### src/rtl/color_filter_pkg.sv
// Shared defaults, count-width helper and pixel/state types for the stream colour filter.
package color_filter_pkg;

    localparam int unsigned CH_DEF    = 3;
    localparam int unsigned BW_DEF    = 8;
    localparam int unsigned IMG_W_DEF = 300;
    localparam int unsigned IMG_H_DEF = 200;

    // Bits needed to hold a per-frame pixel count from 0 to w*h inclusive.
    function automatic int unsigned count_width(input int unsigned w, input int unsigned h);
        return $clog2(w * h + 1);
    endfunction

    typedef logic [CH_DEF-1:0][BW_DEF-1:0] pixel_t;

    typedef enum logic {
        IDLE   = 1'b0,
        ACTIVE = 1'b1
    } state_e;

endpackage

### src/rtl/stream_color_filter_cmp.sv
// pixel_window_cmp: combinational check that every channel of a pixel lies in [lower, upper].
module pixel_window_cmp
    import color_filter_pkg::*;
#(
    parameter int unsigned CH = CH_DEF,
    parameter int unsigned BW = BW_DEF
) (
    input  logic [CH*BW-1:0] pixel_i,
    input  logic [CH*BW-1:0] lower_i,
    input  logic [CH*BW-1:0] upper_i,
    output logic             in_window_o
);

    // An inverted window (lower > upper) can never satisfy both bounds.
    always_comb begin
        in_window_o = 1'b1;
        for (int unsigned c = 0; c < CH; c++) begin
            if ((pixel_i[c*BW +: BW] < lower_i[c*BW +: BW]) ||
                (pixel_i[c*BW +: BW] > upper_i[c*BW +: BW])) begin
                in_window_o = 1'b0;
            end
        end
    end

endmodule

### src/rtl/stream_color_filter.sv
// Streaming colour-window filter: one registered mask bit per pixel with row/frame markers.
// Define FILTER_STATS_EN to add the per-frame in-window count and frame_done pulse.
module stream_color_filter
    import color_filter_pkg::*;
#(
    parameter int unsigned CH    = CH_DEF,
    parameter int unsigned BW    = BW_DEF,
    parameter int unsigned IMG_W = IMG_W_DEF,
    parameter int unsigned IMG_H = IMG_H_DEF
) (
    input  logic                                  clk,
    input  logic                                  rst,
    input  logic [CH*BW-1:0]                      cfg_lower,
    input  logic [CH*BW-1:0]                      cfg_upper,
    input  logic                                  in_valid,
    output logic                                  in_ready,
    input  logic [CH*BW-1:0]                      in_pixel,
    output logic                                  out_valid,
    input  logic                                  out_ready,
    output logic                                  out_mask,
    output logic                                  out_eol,
    output logic                                  out_eof,
    output logic                                  frame_done,
    output logic [count_width(IMG_W, IMG_H)-1:0]  match_count
);

    localparam int unsigned PW    = CH * BW;
    localparam int unsigned COL_W = $clog2(IMG_W);
    localparam int unsigned ROW_W = $clog2(IMG_H);

    state_e             state_q, state_d;
    logic [COL_W-1:0]   col_q, col_d;
    logic [ROW_W-1:0]   row_q, row_d;
    logic [PW-1:0]      lower_q, lower_d;
    logic [PW-1:0]      upper_q, upper_d;
    logic               out_valid_q, out_valid_d;
    logic               out_mask_q, out_mask_d;
    logic               out_eol_q, out_eol_d;
    logic               out_eof_q, out_eof_d;
    logic [1:0]         rst_sync_q;
    logic               rst_int;
    logic               accept_c;
    logic               last_col_c;
    logic               last_pix_c;
    logic               in_window_c;
    logic [PW-1:0]      act_lower_c;
    logic [PW-1:0]      act_upper_c;

    // Reset asserts immediately and releases two clocks after rst falls.
    always_ff @(posedge clk or posedge rst) begin
        if (rst) begin
            rst_sync_q <= 2'b11;
        end else begin
            rst_sync_q <= {rst_sync_q[0], 1'b0};
        end
    end
    assign rst_int = rst_sync_q[1];

    assign in_ready    = (!out_valid_q || out_ready) && !rst_int;
    assign accept_c    = in_valid && in_ready;
    assign last_col_c  = (col_q == COL_W'(IMG_W - 1));
    assign last_pix_c  = last_col_c && (row_q == ROW_W'(IMG_H - 1));
    // The first pixel of a frame sees live cfg, the rest see the latched copy.
    assign act_lower_c = (state_q == IDLE) ? cfg_lower : lower_q;
    assign act_upper_c = (state_q == IDLE) ? cfg_upper : upper_q;

    pixel_window_cmp #(
        .CH (CH),
        .BW (BW)
    ) u_cmp (
        .pixel_i     (in_pixel),
        .lower_i     (act_lower_c),
        .upper_i     (act_upper_c),
        .in_window_o (in_window_c)
    );

    always_ff @(posedge clk or posedge rst_int) begin
        if (rst_int) begin
            state_q     <= IDLE;
            col_q       <= '0;
            row_q       <= '0;
            lower_q     <= '0;
            upper_q     <= '0;
            out_valid_q <= 1'b0;
            out_mask_q  <= 1'b0;
            out_eol_q   <= 1'b0;
            out_eof_q   <= 1'b0;
        end else begin
            state_q     <= state_d;
            col_q       <= col_d;
            row_q       <= row_d;
            lower_q     <= lower_d;
            upper_q     <= upper_d;
            out_valid_q <= out_valid_d;
            out_mask_q  <= out_mask_d;
            out_eol_q   <= out_eol_d;
            out_eof_q   <= out_eof_d;
        end
    end

    always_comb begin
        state_d     = state_q;
        col_d       = col_q;
        row_d       = row_q;
        lower_d     = lower_q;
        upper_d     = upper_q;
        out_valid_d = out_valid_q;
        out_mask_d  = out_mask_q;
        out_eol_d   = out_eol_q;
        out_eof_d   = out_eof_q;
        if (accept_c) begin
            out_valid_d = 1'b1;
            out_mask_d  = !in_window_c;
            out_eol_d   = last_col_c;
            out_eof_d   = last_pix_c;
            if (state_q == IDLE) begin
                lower_d = cfg_lower;
                upper_d = cfg_upper;
            end
            state_d = last_pix_c ? IDLE : ACTIVE;
            if (last_col_c) begin
                col_d = '0;
                row_d = (row_q == ROW_W'(IMG_H - 1)) ? '0 : row_q + ROW_W'(1);
            end else begin
                col_d = col_q + COL_W'(1);
            end
        end else if (out_ready) begin
            out_valid_d = 1'b0;
        end
    end

    assign out_valid = out_valid_q;
    assign out_mask  = out_mask_q;
    assign out_eol   = out_eol_q;
    assign out_eof   = out_eof_q;

`ifdef FILTER_STATS_EN
    localparam int unsigned CNT_W = count_width(IMG_W, IMG_H);

    logic [CNT_W-1:0] run_cnt_q, run_cnt_d;
    logic [CNT_W-1:0] match_cnt_q, match_cnt_d;
    logic             frame_done_q, frame_done_d;
    logic [CNT_W-1:0] cnt_sum_c;

    always_ff @(posedge clk or posedge rst_int) begin
        if (rst_int) begin
            run_cnt_q    <= '0;
            match_cnt_q  <= '0;
            frame_done_q <= 1'b0;
        end else begin
            run_cnt_q    <= run_cnt_d;
            match_cnt_q  <= match_cnt_d;
            frame_done_q <= frame_done_d;
        end
    end

    // Count restarts on the first beat of a frame and publishes on the eof beat.
    always_comb begin
        run_cnt_d    = run_cnt_q;
        match_cnt_d  = match_cnt_q;
        frame_done_d = 1'b0;
        cnt_sum_c    = ((state_q == IDLE) ? CNT_W'(0) : run_cnt_q) + CNT_W'(in_window_c);
        if (accept_c) begin
            run_cnt_d = last_pix_c ? CNT_W'(0) : cnt_sum_c;
            if (last_pix_c) begin
                match_cnt_d  = cnt_sum_c;
                frame_done_d = 1'b1;
            end
        end
    end

    assign frame_done  = frame_done_q;
    assign match_count = match_cnt_q;
`else
    assign frame_done  = 1'b0;
    assign match_count = '0;
`endif

endmodule

### config.mk
export PLATFORM = sky130hd
export DESIGN_NAME = stream_color_filter
export DESIGN_NICKNAME = d
export VERILOG_FILES = /design/src/rtl/color_filter_pkg.sv /design/src/rtl/stream_color_filter_cmp.sv /design/src/rtl/stream_color_filter.sv
export SDC_FILE = /design/constraint.sdc
export NUM_CORES = 1
export LEC_CHECK = 0
export BUFFER_PORTS_ARGS = -buffer_cell sky130_fd_sc_hd__buf_2
export CAP_MARGIN = 25
export CORE_MARGIN = 10
export CORE_UTILIZATION = 50
export CTS_CLUSTER_DIAMETER = 30
export DETAILED_ROUTE_END_ITERATION = 8
export PLACE_DENSITY = 0.77
export SLEW_MARGIN = 20
export SYNTH_ARGS = -nofsm -noshare
export SYNTH_HDL_FRONTEND = slang
export SYNTH_SLANG_ARGS = --single-unit
### constraint.sdc
create_clock -name clk -period 2.1 [get_ports clk]
set_input_delay 0.21 -clock clk [delete_from_list [all_inputs] [get_ports clk]]
set_output_delay 0.21 -clock clk [all_outputs]
set_load 0.05 [all_outputs]
-- Yosys cells after proc, flatten, opt, wreduce, memory -nomap -nowiden
Cells that the tools add are included.
- register bits: 72
- input port bits: 76
- output and inout bits: 22
- logic and storage cells: 42
- $add $sub $neg: 2
- magnitude comparators: 6
- eq/ne operators: 2
- muxes and demuxes: 10
- reduce and logical (&&, ||, !) cells: 12
- operator list (cell ; count):
    two-way mux 24 bit ; 2
    > comparator 8 bit ; 3
    < comparator 8 bit ; 3
    adder 9 x 1 -> 9 bit (second input constant) ; 1
    == test 9 bit (second input constant) ; 1
    two-way mux 9 bit ; 1
    adder 8 x 1 -> 8 bit (second input constant) ; 1
    == test 8 bit (second input constant) ; 1
    two-way mux 8 bit ; 1
    two-way mux 1 bit ; 6
    logical OR 1 bit ; 4
    logical AND 1 bit ; 3
    zero test 1 bit ; 3
    AND reduction 2 bit ; 1
    nonzero test 2 bit ; 1

-- Depth between registers and ports, before layout
- word-level depth: 7
- mapped depth: 11
- mapped depth without buffers: 8

-- Hierarchy
Synthesis repeated with hierarchy kept, for this count alone.
- cell total of the unflattened synthesis: 532
- area, all modules: 4695.8 um^2
- modules (own cells, without submodules) (module ; instances ; cells each ; area each (um^2) ; sequential area each (um^2)):
    stream_color_filter ; 1 ; 383 ; 3582.2 ; 1804.2
    pixel_window_cmp ; 1 ; 149 ; 1113.6 ; 0.0

-- Worst setup path after synthesis
Ideal clock, no wire load.
- kind: reg2out
- start point: reg rst_sync_q[1]
- end point: out in_ready
- data arrival time: 2421 ps
- required time: 1890 ps
- setup slack: -531 ps
- stages on the path, launching flop included: 3
- buffers on the path: 0
- cell sequence: dfstp_2 -> inv_1 -> and2_1
- word-level cells in the longest chain between the ends: 2
- ends and longest elaborated chain (item ; line ; text):
    start: declaration ; stream_color_filter.sv:40 ; logic [1:0] rst_sync_q;
    start signal: assignment ; stream_color_filter.sv:54 ; rst_sync_q <= {rst_sync_q[0], 1'b0};
    zero test 1 bit (no source line) ; n/a ;
    logical AND 1 bit ; stream_color_filter.sv:59 ; assign in_ready = (!out_valid_q || out_ready) && !rst_int;
    end: declaration ; stream_color_filter.sv:16 ; output logic in_ready,
No other way between the ends.

-- Worst setup path in the final report
- start point: reg state_q
- end point: reg out_mask_q, in the netlist out_mask
- word-level cells in the longest chain between the ends: 7
- elaborated cells on any way between the ends: 15
- those cells by class: order compare (6); mux (5); reduce/logical (4)
- ends and longest elaborated chain (item ; line ; text):
    start: declaration ; stream_color_filter.sv:31 ; state_e state_q, state_d;
    start signal: assignment ; stream_color_filter.sv:89 ; state_q <= state_d;
    two-way mux 24 bit ; n/a ;
    < comparator 8 bit / > comparator 8 bit (equally long branches) ; stream_color_filter_cmp.sv:18, stream_color_filter_cmp.sv:19 ;
    logical OR 1 bit ; stream_color_filter_cmp.sv:18 ; if ((pixel_i[c*BW +: BW] < lower_i[c*BW +: BW]) ||
    two-way mux 1 bit (2 in series) ; stream_color_filter_cmp.sv:18 ;
    two-way mux 1 bit * ; stream_color_filter_cmp.sv:18 ;
    zero test 1 bit * ; stream_color_filter.sv:113 ; out_mask_d = !in_window_c;
    end signal: assignment ; stream_color_filter.sv:95 ; out_mask_q <= out_mask_d;
    end: declaration ; stream_color_filter.sv:37 ; logic out_mask_q, out_mask_d;
Mark *: on every way between the ends. The rest lies on a longest branch, timed or not.
A chain may end at the register's enable or synchronous reset.

==> results <==
- The multiplexer share of the synthesized area is about an eighth.
- The global routing met1 resource utilization is between 10% and 20%.
- The full die area is between 10000 and 15000 sq um.
- After detailed routing, the average wire length per cell comes to 16.2 microns.
- The total overflow left after global routing is 0.
- The total area inside the core boundary comes to slightly below 9000 sq um.
- In this run the most critical hold path is launched from cfg_lower[16].
- During synthesis, Yosys emitted a total of 0 warnings.
- Measured against its own limit, the worst slew margin works out to about 40%.
- The number of enable-type register cells in the synthesized netlist is 0.
- VDD sags by at most between 400 and 500 uV.
- The wire length of the first global-routing pass is about 17 mm.
- The post-placement cell area is ~5000 sq um.
- Of the total synthesized cell area, the portion taken by full adders, half adders and majority gates is about an eighth.
- By startpoint and endpoint, the worst setup path is classified as reg2reg.
- The initial antenna violation count is 2.
- Across the routed clock network, the largest skew measured is approximately 0.011 ns.
- At the worst endpoint, the required time is ~2.4 ns.
- The post-detailed-placement half-perimeter wirelength is roughly 8.0 mm.
- The worst setup path is launched from a register.
- For met2 alone, demand over resource in global routing was a little over a quarter.
- The longest clock path from root to sink contains 2 buffers.
- The total of buffers placed on input and output ports is 80.
- The library cell occupying the most area in the post-synthesis netlist is sky130_fd_sc_hd__dfrtp_1.
- The area of all sequential standard cells is roughly 1800 sq um.
- In the routed layout, each cell is associated on average with a via count of 5.40.
- The launch point of the worst path is state_q.
- The launching point of the worst reg2reg path is state_q.
- The level count of the clock H-tree is 3.
- Clock tree synthesis found a total of slightly above 70 sinks.
- Setup slack on the critical path of the routed design comes to -0.102 ns.
- The final-layout setup total negative slack is -0.102 ns.
- In the routed design, unresolved DRC markers number 0.
- The later pin in the worst-skew pair is clocked with a latency of about 0.34 ns.
- The tightest min-delay check is of the in2reg type.
- The slew at the pin closest to its max-slew limit is 0.905 ns.
- The count of boundary I/O pins is 98.
- The post-synthesis async set-or-reset flop share is 100%.
- STA classifies the critical path endpoint as a register.
- Of all nets on the critical path, the largest fanout is 3.
- The global-route layer with the greatest usage is met2.
- The count of vias placed by the detailed router is 3529.
- The final number of max-transition violations is 0.
- Cells with a size suffix above 1 make up slightly below 30% of the layout.
- Summing the areas of all compound-gate instances in the mapped netlist gives about an eighth of the synthesized area.
- The area growth from synthesis to final layout is 22.3%.
- After the last flow step, the layout net total stands at ~660.
- The number of cells on the worst hold path is 2.
- The final hold violation count is 0.
- Among all cell types in the netlist, the one instantiated most often is sky130_fd_sc_hd__dfrtp_1.
- In this run the horizontal extent of the chip is ~110 microns.
- Summing all multi-input logic gate instances after layout gives ~2600 sq um.
- The final layout contains routed wiring with a total length of 10.6 mm.
- Counting the fill cells in the layout gives approximately 720.
- The total power per unit cell area is between 800 and 900 nW/um^2.
- After synthesis, the netlist uses 46 different library cells.
- By area the synthesized netlist is led by sky130_fd_sc_hd__dfrtp_1 39%, sky130_fd_sc_hd__ha_1 13%, sky130_fd_sc_hd__mux2i_1 10%.
- TritonCTS built the clock tree.
- The area share of the largest cell type after synthesis is slightly below 40%.
- In this run the vertical extent of the chip is around 110 microns.
- The CTS root buffer is sky130_fd_sc_hd__clkbuf_8.
- The final instance area is around 5400 sq um.
- For met3 alone, demand over resource in global routing was 4.98%.
- The violation count after the first detailed-route iteration is roughly 180.
- The first detailed-routing pass took 4 iterations.
- Summed over all cells, the static leakage comes to around 2.9 nW.
- The flop and latch count out of synthesis is 72.
- Derived from the worst setup path, the maximum achievable clock frequency is approximately 0.45 GHz.
- In this run the remaining antenna-violating nets after routing total 0.
- The netlist area before placement is ~4400 sq um.
- The maximum number of pins on one net before global-route repair is 71.
- The cell row count is 34.
- The synthesized instance count is around 440.
- The logic depth of the worst register-to-register path is 11.
- The number of failing setup endpoints in the final timing report is 1.
- The xor and xnor fraction of the mapped netlist area is under 10%.
- A synthesized cell averages roughly 10 sq um.
- The setup slack of the most critical reg-to-reg path is -0.10 ns.
- The number of global-route vias before repair was 3602.
- The final reports fail on negative setup slack.
- The total chip power is roughly 4.6 mW.
- The clock-pin slew on the worst setup and hold paths is 0.08 ns.
- The overall track demand over capacity in global routing is ~16%.
- The clock period minus final worst setup slack is 2.20 ns.
- The weighted congestion reported at the end of routability-driven placement is approximately 0.84.
- The area share of and/or/nand/nor cells after synthesis is ~14%.
- The run finished, with violations left.
- After synthesis, the largest family of logic cells by area is simple AND/OR/NAND/NOR gates.
- At the worst endpoint, the arrival time is roughly 2.5 ns.
- The max-cap violation count is 0.
- By count the netlist is led by 70 x sky130_fd_sc_hd__dfrtp_1, 67 x sky130_fd_sc_hd__nand2_1, 54 x sky130_fd_sc_hd__o21ai_0.
- The number of buffers inserted during clock tree synthesis is 9.
- The effective utilization at floorplan is about half.
- Setup repair after global routing could not meet its margin everywhere.
- For this run, the register share of the synthesized area comes to 40.6%.
- The main flop type after synthesis is sky130_fd_sc_hd__dfrtp_1.
- Dividing the final minimum period by the clock period gives 105%.
==> power breakdown <==
| part | switching [mW] | total, mW | leakage [nW] | internal [mW] |
|---|---|---|---|---|
| Sequential | 0.197 | 1.88 | 0.938 | 1.68 |
| Clock | 0.523 | 1.22 | 0.112 | 0.695 |
| Combinational | 0.831 | 1.49 | 1.83 | 0.662 |
==> worst paths after layout <==
kind,end
worst max-delay path,out_mask
worst min-delay path,lower_q[16]
worst max register to register,out_mask
worst min register to register,rst_sync_q[1]
max in group asynchronous,state_q
min in group asynchronous,rst_sync_q[0]
==> routing by layer <==
metal  wire length [microns]  vias to the layer above
met5                      18                        -
met4                     104                        2
met3                     633                       11
met2                    5280                       78
met1                    4570                     1699
li1                        -                     1739
==> critical path, stage by stage (launching register included) <==
cell	delay, ns
sky130_fd_sc_hd__dfrtp_2	0.43
sky130_fd_sc_hd__buf_4	0.14
sky130_fd_sc_hd__buf_4	0.14
sky130_fd_sc_hd__mux2i_2	0.15
sky130_fd_sc_hd__ha_1	0.31
sky130_fd_sc_hd__buf_4	0.14
sky130_fd_sc_hd__a21oi_1	0.14
sky130_fd_sc_hd__a21oi_1	0.10
sky130_fd_sc_hd__a211oi_2	0.27
sky130_fd_sc_hd__buf_4	0.17
sky130_fd_sc_hd__nor4_4	0.04
sky130_fd_sc_hd__a21oi_2	0.11
==> layout make-up <==
class                           instances  share of cell area [%]
Tap cell                              108                    2.49
Clock inverter                          6                    1.52
Multi-Input combinational cell        346                    48.1
Antenna cell                            1                  0.0461
Timing Repair Buffer                  103                    11.5
Sequential cell                        72                    33.2
Inverter                                7                   0.553
Clock buffer                           10                    2.53
==> state kept, by name (all words and copies together) (netlist names) <==
signal and cells:
lower_q 24, upper_q 24, col_q 9, row_q 8
rst_sync_q 2, out_eof 1, out_eol 1, out_mask 1
out_valid 1, state_q 1
==> cells by family after synthesis <==
logic type,count (synthesis)
AO/OA/AOI/OAI,92
XOR/XNOR,8
adder cells (fa/ha/maj),47
buffers and inverters,42
flip-flops,72
multiplexers,53
other,1
AND/OR/NAND/NOR,128
==> cell usage in the layout, fill, tap and decap left out, drive strengths merged, types with 2 or more instances in the layout <==
| master | synthesis | routed |
|---|---|---|
| inv | 7 | 6 |
| nand2b | 3 | 3 |
| o21ai | 56 | 56 |
| nand4 | 16 | 16 |
| nand2 | 68 | 68 |
| clkinv | 0 | 3 |
| and2 | 2 | 2 |
| xor2 | 2 | 2 |
| a21oi | 16 | 16 |
| conb | 1 | 18 |
| nand3 | 5 | 5 |
| clkbuf | 4 | 10 |
| dfrtp | 70 | 70 |
| xnor2 | 6 | 6 |
| o211ai | 2 | 2 |
| mux2 | 8 | 8 |
| nor4 | 2 | 2 |
| nor2 | 17 | 17 |
| nor3 | 4 | 4 |
| dfstp | 2 | 2 |
| mux2i | 45 | 45 |
| ha | 47 | 47 |
| buf | 31 | 102 |
| a211oi | 2 | 2 |
| bufinv | 0 | 2 |
| and3 | 4 | 4 |
| clkinvlp | 0 | 2 |
| nor2b | 4 | 4 |
| a221oi | 2 | 2 |
| a21o | 7 | 7 |
==> stage by stage <==
step / hold WS [ns] / instances / util [%] / worst slack (ns)
floorplan: 0.122 / 460 / - / -0.131
global placement: 0.231 / 628 / 57.1 / -0.156
detailed placement: 0.230 / 628 / 57.1 / -0.205
CTS: 0.110 / 647 / 60.2 / -0.0980
global route: 0.111 / 652 / 62.5 / -0.198
finish: 0.128 / 653 / 62.6 / -0.102
==> timing repair <==
action	CTS	global route
endpoints found under the hold margin	2	0
hold buffers	1	0
setup endpoints to repair	1	1
gates resized for setup	3	28
pin swaps	1	14
setup buffers	2	5
No activity file was read; power rests on OpenSTA's default activity.
